### src/rtl/fifo_stream_reader_pkg.sv
// Shared definitions for the fifo_sync read-side stream drain.
// Occupancy encodings are fixed values that other fifo_sync users already rely on.
package fifo_stream_reader_pkg;

    localparam int unsigned FIFO_RD_LATENCY    = 1;
    localparam int unsigned DEFAULT_DATA_WIDTH = 32;
    localparam int unsigned DEFAULT_PKT_LEN    = 8;

    typedef enum logic [1:0] {
        OCC_EMPTY = 2'd0,
        OCC_ONE   = 2'd1,
        OCC_TWO   = 2'd2
    } occ_t;

    // Words that will be buffered once the in-flight read lands and this cycle's pop retires.
    function automatic logic [2:0] occ_level(input occ_t occ, input logic inflight,
                                             input logic pop);
        return 3'(occ) + 3'(inflight) - 3'(pop);
    endfunction

endpackage

### src/rtl/fifo_stream_reader_skid_buf.sv
// Two-entry head/tail output buffer that absorbs the FIFO read latency.
// head_data is the registered stream data; tail holds the second word when occ is TWO.
module stream_skid_buf
    import fifo_stream_reader_pkg::*;
#(
    parameter int unsigned DATA_WIDTH = DEFAULT_DATA_WIDTH
) (
    input  logic                  clk,
    input  logic                  rst,
    input  logic                  push,
    input  logic [DATA_WIDTH-1:0] push_data,
    input  logic                  pop,
    output occ_t                  occ,
    output logic [DATA_WIDTH-1:0] head_data
);

    logic [DATA_WIDTH-1:0] tail_q;

    always_ff @(posedge clk) begin
        if (rst) begin
            occ       <= OCC_EMPTY;
            head_data <= '0;
            tail_q    <= '0;
        end else begin
            case (occ)
                OCC_EMPTY: begin
                    if (push) begin
                        head_data <= push_data;
                        occ       <= OCC_ONE;
                    end
                end
                OCC_ONE: begin
                    case ({push, pop})
                        2'b10: begin
                            tail_q <= push_data;
                            occ    <= OCC_TWO;
                        end
                        2'b11:   head_data <= push_data;
                        2'b01:   occ       <= OCC_EMPTY;
                        default: ;
                    endcase
                end
                OCC_TWO: begin
                    // Head advances from tail; a simultaneous push refills the vacated tail slot.
                    if (pop) begin
                        head_data <= tail_q;
                        if (push) tail_q <= push_data;
                        else      occ    <= OCC_ONE;
                    end
                end
                default: occ <= OCC_EMPTY;
            endcase
        end
    end

    always_ff @(posedge clk) begin
        if (!rst) begin
            assert (!(push && !pop && occ == OCC_TWO))
                else $error("stream_skid_buf: push into full buffer");
        end
    end

endmodule

### src/rtl/fifo_stream_reader.sv
// Drains fifo_sync into a valid/ready stream with m_last every PKT_LEN beats.
// Read issue looks ahead at this cycle's pop so a ready sink sees one beat per cycle.
module fifo_stream_reader
    import fifo_stream_reader_pkg::*;
#(
    parameter int unsigned DATA_WIDTH = DEFAULT_DATA_WIDTH,
    parameter int unsigned PKT_LEN    = DEFAULT_PKT_LEN
) (
    input  logic                  clk,
    input  logic                  rst,
    input  logic                  fifo_empty,
    output logic                  fifo_rd_en,
    input  logic [DATA_WIDTH-1:0] fifo_data,
    output logic                  m_valid,
    input  logic                  m_ready,
    output logic [DATA_WIDTH-1:0] m_data,
    output logic                  m_last
);

    localparam int unsigned           CNT_W    = $clog2(PKT_LEN) + 1;
    localparam logic [CNT_W-1:0]      LAST_IDX = CNT_W'(PKT_LEN - 1);

    occ_t             occ;
    logic             inflight;
    logic             pop;
    logic [CNT_W-1:0] beat_cnt;

    assign m_valid    = (occ != OCC_EMPTY);
    assign pop        = m_valid && m_ready;
    assign fifo_rd_en = !rst && !fifo_empty && (occ_level(occ, inflight, pop) < 3'd2);
    assign m_last     = m_valid && (beat_cnt == LAST_IDX);

    always_ff @(posedge clk) begin
        if (rst) begin
            inflight <= 1'b0;
            beat_cnt <= '0;
        end else begin
            inflight <= fifo_rd_en;
            if (pop) begin
                if (beat_cnt == LAST_IDX) beat_cnt <= '0;
                else                      beat_cnt <= beat_cnt + 1'b1;
            end
        end
    end

    stream_skid_buf #(
        .DATA_WIDTH(DATA_WIDTH)
    ) u_buf (
        .clk      (clk),
        .rst      (rst),
        .push     (inflight),
        .push_data(fifo_data),
        .pop      (pop),
        .occ      (occ),
        .head_data(m_data)
    );

endmodule

### config.mk
export PLATFORM = sky130hd
export DESIGN_NAME = fifo_stream_reader
export DESIGN_NICKNAME = d
export VERILOG_FILES = /design/src/rtl/fifo_stream_reader_pkg.sv /design/src/rtl/fifo_stream_reader_skid_buf.sv /design/src/rtl/fifo_stream_reader.sv
export SDC_FILE = /design/constraint.sdc
export NUM_CORES = 1
export LEC_CHECK = 0
export CAP_MARGIN = 10
export CORE_ASPECT_RATIO = 0.9
export CORE_MARGIN = 5
export CORE_UTILIZATION = 50
export CTS_CLUSTER_DIAMETER = 40
export DETAILED_ROUTE_END_ITERATION = 16
export PLACE_DENSITY = 0.81
export SETUP_SLACK_MARGIN = 0.2
export SYNTH_ARGS = -nofsm -noshare
export SYNTH_HDL_FRONTEND = slang
export SYNTH_HIERARCHICAL = 1
export SYNTH_SLANG_ARGS = --single-unit
export TNS_END_PERCENT = 1
### constraint.sdc
create_clock -name clk -period 2.78 [get_ports clk]
set_input_delay 0.417 -clock clk [delete_from_list [all_inputs] [get_ports clk]]
set_output_delay 0.417 -clock clk [all_outputs]
set_load 0.01 [all_outputs]
==> Yosys cells after proc, flatten, opt, wreduce, memory -nomap -nowiden <==
Index checks and enable logic that the tools add are counted.
{ "word_totals": {"regBits": 71, "inputBits": 36, "out_inout_bits": 35, "word_cells": 48} }
{ "op_classes": {"n_addsub": 3, "order_cmp": 1, "n_eq_ne": 13, "mux": 13, "reduce_logical": 13} }
{ "ops": {"columns": ["op", "n"], "rows": [
  ["$mux W32", 5],
  ["$pmux W32 S3", 1],
  ["$pmux W32 S2", 1],
  ["$reduce_and A4 Y1", 3],
  ["$ne A2 B2 Y1 const B", 5],
  ["$eq A2 B2 Y1 const B", 3],
  ["$mux W2", 3],
  ["$pmux W2 S3", 1],
  ["$add A4 B1 Y4 const B", 1],
  ["$eq A2 B1 Y1 const B", 2],
  ["$eq A4 B3 Y1 const B", 1],
  ["$logic_and A1 B1 Y1", 4],
  ["$mux W4", 1],
  ["$pmux W2 S2", 1],
  ["$reduce_bool A2 Y1", 2],
  ["$add A2 B1 Y3", 1],
  ["$lt A3 B2 Y1 const B", 1],
  ["$ne A3 B2 Y1 const B", 1],
  ["$reduce_bool A3 Y1", 1],
  ["$sub A3 B1 Y3", 1],
  ["$logic_not A1 Y1", 2],
  ["$logic_not A2 Y1", 1],
  ["$ne A2 B1 Y1 const B", 1]
]} }

==> Longest topological paths before layout <==
Gate-level depths: netlist of run 1.
{ "depth": {"ltp_word": 5, "depth_mapped": 8, "depth_no_buf": 7} }

==> Modules after synthesis <==
The synthesis of run 1 kept the hierarchy.
{ "modules_own_cells": {"columns": ["mod", "n_inst", "cells_each", "area_per_inst_um2", "seq_area_each_um2"], "rows": [
  ["stream_skid_buf", 1, 317, 3126.7, 1321.3],
  ["fifo_stream_reader", 1, 31, 286.5, 100.1]
]} }

==> Least setup slack after synthesis of run 1 <==
OpenSTA, ideal clock, no wires.
{ "synth_path": {"path_kind": "register -> output", "start": "reg u_buf.occ[0]", "end": "out fifo_rd_en", "arrival_time_ns": 2.243, "t_required_ns": 2.363, "slack_ns": 0.120, "path_stages_with_launch": 8, "n_path_buf": 0, "cell_sequence": "dfxtp_1 > o21ai_2 > inv_1 > ha_1 > or2b_1 > fa_1 > xor2_1 > nor4b_1"} }
{ "synth_via": {"elab_chain_len": 5, "elab_cells_between_ends": 6, "classes_between": "add/sub (2); order compare (1); reduce/logical (3)"} }
{ "synth_lines": {"columns": ["item", "line_no", "rtl"], "rows": [
  ["start, declared", "fifo_stream_reader_skid_buf.sv:13", "output occ_t occ,"],
  ["start signal, assigned", "fifo_stream_reader_skid_buf.sv:21", "occ <= OCC_EMPTY;"],
  ["start signal, assigned", "fifo_stream_reader_skid_buf.sv:29", "occ <= OCC_ONE;"],
  ["start signal, assigned", "fifo_stream_reader_skid_buf.sv:36", "occ <= OCC_TWO;"],
  ["$reduce_bool A2 Y1", "fifo_stream_reader.sv:28", "assign m_valid = (occ != OCC_EMPTY);"],
  ["$logic_and A1 B1 Y1", "fifo_stream_reader.sv:29", "assign pop = m_valid && m_ready;"],
  ["net pop", "fifo_stream_reader.sv:25", "logic pop;"],
  ["$sub A3 B1 Y3", "fifo_stream_reader_pkg.sv:18", "return 3'(occ) + 3'(inflight) - 3'(pop);"],
  ["$lt A3 B2 Y1", "fifo_stream_reader.sv:30", "assign fifo_rd_en = !rst && !fifo_empty && (occ_level(occ, inflight, pop) < 3'd2);"],
  ["$logic_and A1 B1 Y1", "fifo_stream_reader.sv:30", null],
  ["end, declared", "fifo_stream_reader.sv:12", "output logic fifo_rd_en,"]
]} }
The timed path passes the listed nets, and every way through them passes these cells.

==> Final worst setup path of run 1 <==
Same ends and word-level chain as after synthesis.

==> summary.md, run 1 <==
| Metric | Value |
|---|---|
| Fraction of layout cells with a size suffix above 1 | 0.188 |
| Min cycle time layout | 2.68 ns |
| Hold endpoint | u_buf/tail_q[30] |
| Static Leak | 1.68 nW |
| Num CTS Buffers | 9 |
| Vias in the first global route | a little under 3000 |
| Worst EP arrival | 2.26 ns |
| Mapped Avg Cell Area | 9.81 sq um |
| Mapped cell area | 3410 sq um |
| Most frequent cells in the layout | 69 x dfxtp_1, 67 x clkdlybuf4s50_1, 37 x a21oi_1, 34 x o21ai_0, 34 x a211oi_1 |
| Cell count of the worst reg-to-reg path | 8 |
| Clk root buf | clkbuf_8 |
| Pins Over Slew Limit | 0 |
| Net count, final | roughly 450 |
| Initial Util | 0.515 |
| Syn. warnings | 6 |
| Core box area | 6620 sq um |
| Antenna diode count | 0 |
| Fin. Hold Viols | 0 |
| Worst r2r src | u_buf/occ[0] |
| Port-buffer cells | 70 |
| Final setup TNS | 0 ns |
| Worst-skew pair later-pin latency | 0.34 ns |
| Worst-margin pin slew | 1.04 ns |
| FP Rows | 28 |
| H-tree levels | 3 |
| Leading cell type in the layout, fill and taps excluded | dfxtp_1 |
| Yosys reg bits | 71 |
| Post-DP HPWL | between 5 and 6 mm |
| Largest net degree at the start of global routing | 72 |
| CTS tree | done |
| Initial antenna violation count | 0 |
| Hold_sp | u_buf/tail_q[30] |
| Die Width | 97.1 um |
| CP Launch Point | u_buf/occ[0] |
| Final Cell Area | 4400 sq um |
| Unrepaired setup endpoints after global routing | true |
| Clk pin slew, worst setup/hold paths | roughly 0.080 ns |
| Rel. slew slack | 0.308 |
| DRT Wirelength | 8.74 mm |
| Fin util | 0.665 |
| Layout Cells excl Fill | 505 |
| Worst stage delay on the critical path | 0.37 ns |
| Area growth from synthesis to layout | 29.0% |
| Worst clock skew | 0.00909 ns |
| Pwr/cell area | 605 nW/um^2 |
| First-pass GRT wire length | ~15 mm |
| I/O pins | between 70 and 80 |
| Hold Path Stages | 2 |
| Status | complete, no violations |
| Crit. End Element | output port |
| Routed via count | 2954 |
| Vias per inst | 5.85 |
| # fillers | 517 |
| CTS Sinks | 71 |
| Maximum VDD drop | 406 uV |
| Post-DRT Antenna Nets | 0 |
| R2R setup slack | 0.47 ns |
| Cells after synthesis | 348 |
| Total grt overflow | 0 |
| Worst endpoint required time | 2.36 ns |
| Class of the worst hold path | flop to flop |
| Initial detailed-routing violation count | 168 |
| Max FO, Critical Path | 2 |
| Yosys cell types | 35 |
| Reg2Reg Capture Point | u_buf/tail_q[20] |
| Total Routing Usage GR | 0.210 |
| Placer congestion estimate | 0.765 |
| Fin crit share | 0.964 |
| Crit path launch type | flop |
| Max Fclk | 373 MHz |
| Crit-path slowest cell | fa_2 |
| Sequential fraction of the synthesis area | 0.416 |
| Placed insts | about 500 |
| Wire per inst | 17.3 um |
| Mapped Nets | 390 |
| Die Area | 8580 sq um |
| Die Ht | 88.4 um |
| Final setup viols | 0 |
| Cell family with most CP delay | adder cells |
| Max-cap violations | 0 |
| Buf/Inv on CP | 2 |
| Worst-path cell chain | o21ai_2, inv_2, ha_4, or2b_1, fa_2, xor2_2, nor4b_2, buf_2 |
| Placed cell areas | roughly 4200 sq um |
| DRT Pass-1 Iters | 7 |
| Critical path class | flop to output port |
| DRC violations left | 0 |
| Clock buffer depth | 2 |
[worst register-to-register path, stage by stage (launching register included)]
cell	delay, ns
dfxtp_2	0.33
o21ai_2	0.16
inv_2	0.07
buf_4	0.17
inv_1	0.07
ha_1	0.17
and3b_1	0.86
o21ai_0	0.24
a21oi_1	0.20
[layout make-up]
class                   count  area (sq um)  share of cell area
multi-input cells         235          1810               0.411
clock buffers              11           141              0.0321
inverters                   5          18.8             0.00426
repair buffers             88           837               0.190
flip-flops and latches     71          1420               0.323
clock inverters             5          57.6              0.0131
well taps                  90           113              0.0256
[worst max path at each step]
| stage | to | slack, ns | cells after the start |
|---|---|---|---|
| after floorplan | fifo_rd_en | 0.25 | 7 |
| after global placement | fifo_rd_en | -0.46 | 9 |
| after detailed placement | fifo_rd_en | -0.46 | 9 |
| after CTS | fifo_rd_en | 0.10 | 8 |
| after global routing | fifo_rd_en | -0.07 | 8 |
| final | fifo_rd_en | 0.1 | 8 |
[timing repair]
| action | 4_1_cts | 5_1_grt |
|---|---|---|
| endpoints found under the hold margin | 0 | 0 |
| hold buffers | 0 | 0 |
| gates resized for setup | 7 | 4 |
| pin swaps | 1 | 3 |
| endpoints found under the setup margin | 1 | 1 |
| buffers inserted | 0 | 1 |
[Yosys cell counts (all sizes together)]
cell type / number / share of area
a211oi: 64 / 0.18
a21o: 2 / 0.0066
a21oi: 37 / 0.054
and3b: 3 / 0.0077
and4b: 1 / 0.0029
buf: 14 / 0.029
clkbuf: 23 / 0.027
dfxtp: 71 / 0.42
fa: 1 / 0.0059
ha: 5 / 0.018
inv: 5 / 0.0055
mux2: 1 / 0.0044
mux2i: 32 / 0.094
nand2: 3 / 0.0033
nand2b: 1 / 0.0018
nand3: 33 / 0.048
nand3b: 4 / 0.0088
nand4b: 1 / 0.0026
nor2: 1 / 0.0011
nor2b: 2 / 0.0037
nor4b: 2 / 0.0051
o211ai: 1 / 0.0022
o21ai: 35 / 0.052
or2: 1 / 0.0018
or2b: 1 / 0.0022
or4: 2 / 0.0044
xor2: 2 / 0.0051
[state kept, by name, summed over array words and instances (netlist names)]
register,count
beat_cnt,4
u_buf/tail_q,32
u_buf/head_data,32
u_buf/occ,2
inflight,1
[power breakdown]
group / internal (mW) / leakage [nW] / switching [mW]
Clock: 0.438 / 0.0916 / 0.393
Sequential: 1.11 / 0.579 / 0.0494
Combinational: 0.342 / 1.01 / 0.337
[cells by family after synthesis]
logic type	share of synthesized area
compound gates	0.300
flops	0.416
simple gates	0.0938
buf+inv	0.0619
mux	0.0982
fa+ha+maj	0.0242
xor+xnor	0.00513
[per-stage QoR]
stage	worst slack (ns)	power (mW)	hold WS (ns)
2_1_floorplan	0.246	1.58	0.443
3_3_place_gp	-0.458	1.83	0.449
3_5_place_dp	-0.463	1.85	0.457
4_1_cts	0.101	2.68	0.467
5_1_grt	-0.0694	2.80	0.485
6_report	0.0996	2.66	0.465
[metal layers]
layer  up-vias  track usage  part of all wire  wire, um
li1       1432            -                 -         -
met1      1410        0.270              0.45      3970
met2       104        0.343              0.47      4150
met3         8       0.0670             0.065       565
met4         0       0.0612            0.0058        51
met5         -            0                 0         0
(Power assumes the default switching activity.)
==> inputs of run 2 (changes only) <==
- CTS_CLUSTER_SIZE: unset -> 24
- SKIP_CTS_REPAIR_TIMING: unset -> 1
- TNS_END_PERCENT: 1 -> unset
==> summary.md, run 2 (synthesized netlist as in run 1, its figures left out) <==
| Metric | Value |
|---|---|
| Status | complete, no violations |
| Worst EP arrival | 2.29 ns (+0.03 ns) |
| Leading cell type in the layout, fill and taps excluded | dfxtp_1 |
| Maximum VDD drop | 405 uV (-0.19%) |
| Buf/Inv on CP | 2 (unchanged) |
| Post-DP HPWL | 5.68 mm (unchanged) |
| Antenna diode count | 0 (unchanged) |
| Net count, final | 451 (-0.22%) |
| Worst clock skew | 0.00941 ns (+0.000321 ns) |
| Crit. End Element | output port |
| Hold_sp | u_buf/tail_q[8] |
| Core box area | 6620 sq um (unchanged) |
| Fraction of layout cells with a size suffix above 1 | 0.184 (-0.00438) |
| DRT Pass-1 Iters | 5 (-2) |
| Max Fclk | 369 MHz (-0.97%) |
| Die Area | 8580 sq um (unchanged) |
| I/O pins | 71 (unchanged) |
| R2R setup slack | 0.47 ns (about the same) |
| Worst stage delay on the critical path | 0.37 ns (about the same) |
| Final setup TNS | 0 ns (unchanged) |
| Top flop regs | u_buf/head_data x32, u_buf/tail_q x32, beat_cnt x4 |
| Worst r2r src | u_buf/occ[1] |
| Critical path class | flop to output port |
| Vias per inst | 5.84 (-0.24%) |
| Total Routing Usage GR | 0.210 (about the same) |
| CTS Sinks | 71 (unchanged) |
| Layout Cells excl Fill | 504 (-0.20%) |
| Largest net degree at the start of global routing | 72 (unchanged) |
| DRC violations left | 0 (unchanged) |
| Area growth from synthesis to layout | 28.8% |
| Worst-skew pair later-pin latency | 0.34 ns (about the same) |
| Most frequent cells in the layout | 70 x dfxtp_1, 67 x clkdlybuf4s50_1, 37 x a21oi_1, 34 x o21ai_0, 34 x a211oi_1 |
| Cell family with most CP delay | adder cells |
| Clk pin slew, worst setup/hold paths | 0.08 ns (about the same) |
| Reg2Reg Capture Point | u_buf/tail_q[20] |
| CTS tree | done |
| Vias in the first global route | 2940 (-0.14%) |
| Pins Over Slew Limit | 0 (unchanged) |
| Final setup viols | 0 (unchanged) |
| Max-cap violations | 0 (unchanged) |
| H-tree levels | 3 (unchanged) |
| Min cycle time layout | 2.71 ns (+0.0261 ns) |
| Total power | 2.66 mW (-0.16%) |
| Pwr/cell area | 605 nW/um^2 (about the same) |
| Initial detailed-routing violation count | 174 (+3.6%) |
| Class of the worst hold path | flop to flop |
| Port-buffer cells | 70 (unchanged) |
| Rel. slew slack | 0.314 (+0.00594) |
| Num CTS Buffers | 9 (unchanged) |
| First-pass GRT wire length | 14.7 mm (about the same) |
| Fin crit share | 0.974 (+0.00940) |
| Initial antenna violation count | 0 (unchanged) |
| Worst-path cell chain | o21ai_2, inv_2, ha_4, or2b_1, fa_2, xor2_2, nor4b_2, buf_2 |
| Wire per inst | 17.2 um (-0.42%) |
| Hold endpoint | u_buf/tail_q[8] |
| Clk root buf | clkbuf_8 |
| Initial Util | 0.515 (unchanged) |
| Placed insts | 488 (unchanged) |
| Worst endpoint required time | 2.36 ns (about the same) |
| DRT Wirelength | 8.68 mm (-0.62%) |
| Max FO, Critical Path | 2 (unchanged) |
| Total grt overflow | 0 (unchanged) |
| Die Width | 97.1 um (unchanged) |
| Post-DRT Antenna Nets | 0 (unchanged) |
| Crit path launch type | flop |
| Cell count of the worst reg-to-reg path | 8 (unchanged) |
| Crit-path slowest cell | fa_2 |
| Worst-margin pin slew | 1.03 ns (-0.00891 ns) |
| Fin. Hold Viols | 0 (unchanged) |
| FP Rows | 28 (unchanged) |
| Static Leak | 1.68 nW (+0.19%) |
| Die Ht | 88.4 um (unchanged) |
| Unrepaired setup endpoints after global routing | true |
| Hold Path Stages | 2 (unchanged) |
| Clock buffer depth | 2 (unchanged) |
| Routed via count | 2941 (-0.44%) |
| Placer congestion estimate | 0.765 (unchanged) |
## run 2: changes by cell type in the layout (fill, tap and decap cells not counted)
| cell | previous run | this run |
|---|---|---|
| dfxtp_2 | 2 | 1 |
| dlygate4sd2_1 | 1 | 0 |
| dfxtp_1 | 69 | 70 |
| dlymetal6s2s_1 | 0 | 1 |
| buf_4 | 17 | 16 |
## run 2: tightest hold or removal path, delay by kind of cell (launching register included)
kind	cells	cell delay, ns
flip-flops	1	0.31
AND/OR/NAND/NOR	1	0.06
AO/OA/AOI/OAI	1	0.05
## run 2: through the flow
step	setup WS, ns	hold WS, ns	instance area, sq um	utilization
2_1_floorplan	0.246	0.443	3420	-
3_3_place_gp	-0.458	0.449	4180	0.631
3_5_place_dp	-0.463	0.457	4180	0.631
4_1_cts	-0.463	0.467	4380	0.661
5_1_grt	-0.0985	0.485	4400	0.664
6_report	0.0735	0.468	4400	0.664
## run 2: area by class of cell
type | count | area (sq um)
clock buffer | 11 | 141
clock inverter | 5 | 57.6
fill | 513 | 2220
inverter | 5 | 18.8
timing repair buffer | 87 | 833
multi-input combinational | 235 | 1810
sequential | 71 | 1420
tap | 90 | 113
## run 2: worst max-delay path by stage
stage / start / endpoint / slack, ns / cells after the start
CTS: m_ready / fifo_rd_en / -0.46 / 9
finish: u_buf/occ[1] / fifo_rd_en / 0.07 / 8
floorplan: u_buf/occ[0] / fifo_rd_en / 0.25 / 7
global placement: m_ready / fifo_rd_en / -0.46 / 9
global route: u_buf/occ[1] / fifo_rd_en / -0.1 / 8
detailed placement: m_ready / fifo_rd_en / -0.46 / 9
## run 2: report_power, final
group	switching [mW]	internal [mW]	leakage, nW	total, mW
logic	0.337	0.341	1.01	0.677
clock network	0.391	0.438	0.0916	0.829
registers	0.0493	1.10	0.578	1.15
## run 2: layer usage
metal / GRT usage / routed length (um) / share of wire
met3: 0.0670 / 580 / 0.067
met2: 0.343 / 4120 / 0.47
met5: 0 / 0 / 0
met1: 0.270 / 3930 / 0.45
met4: 0.0612 / 51 / 0.0059
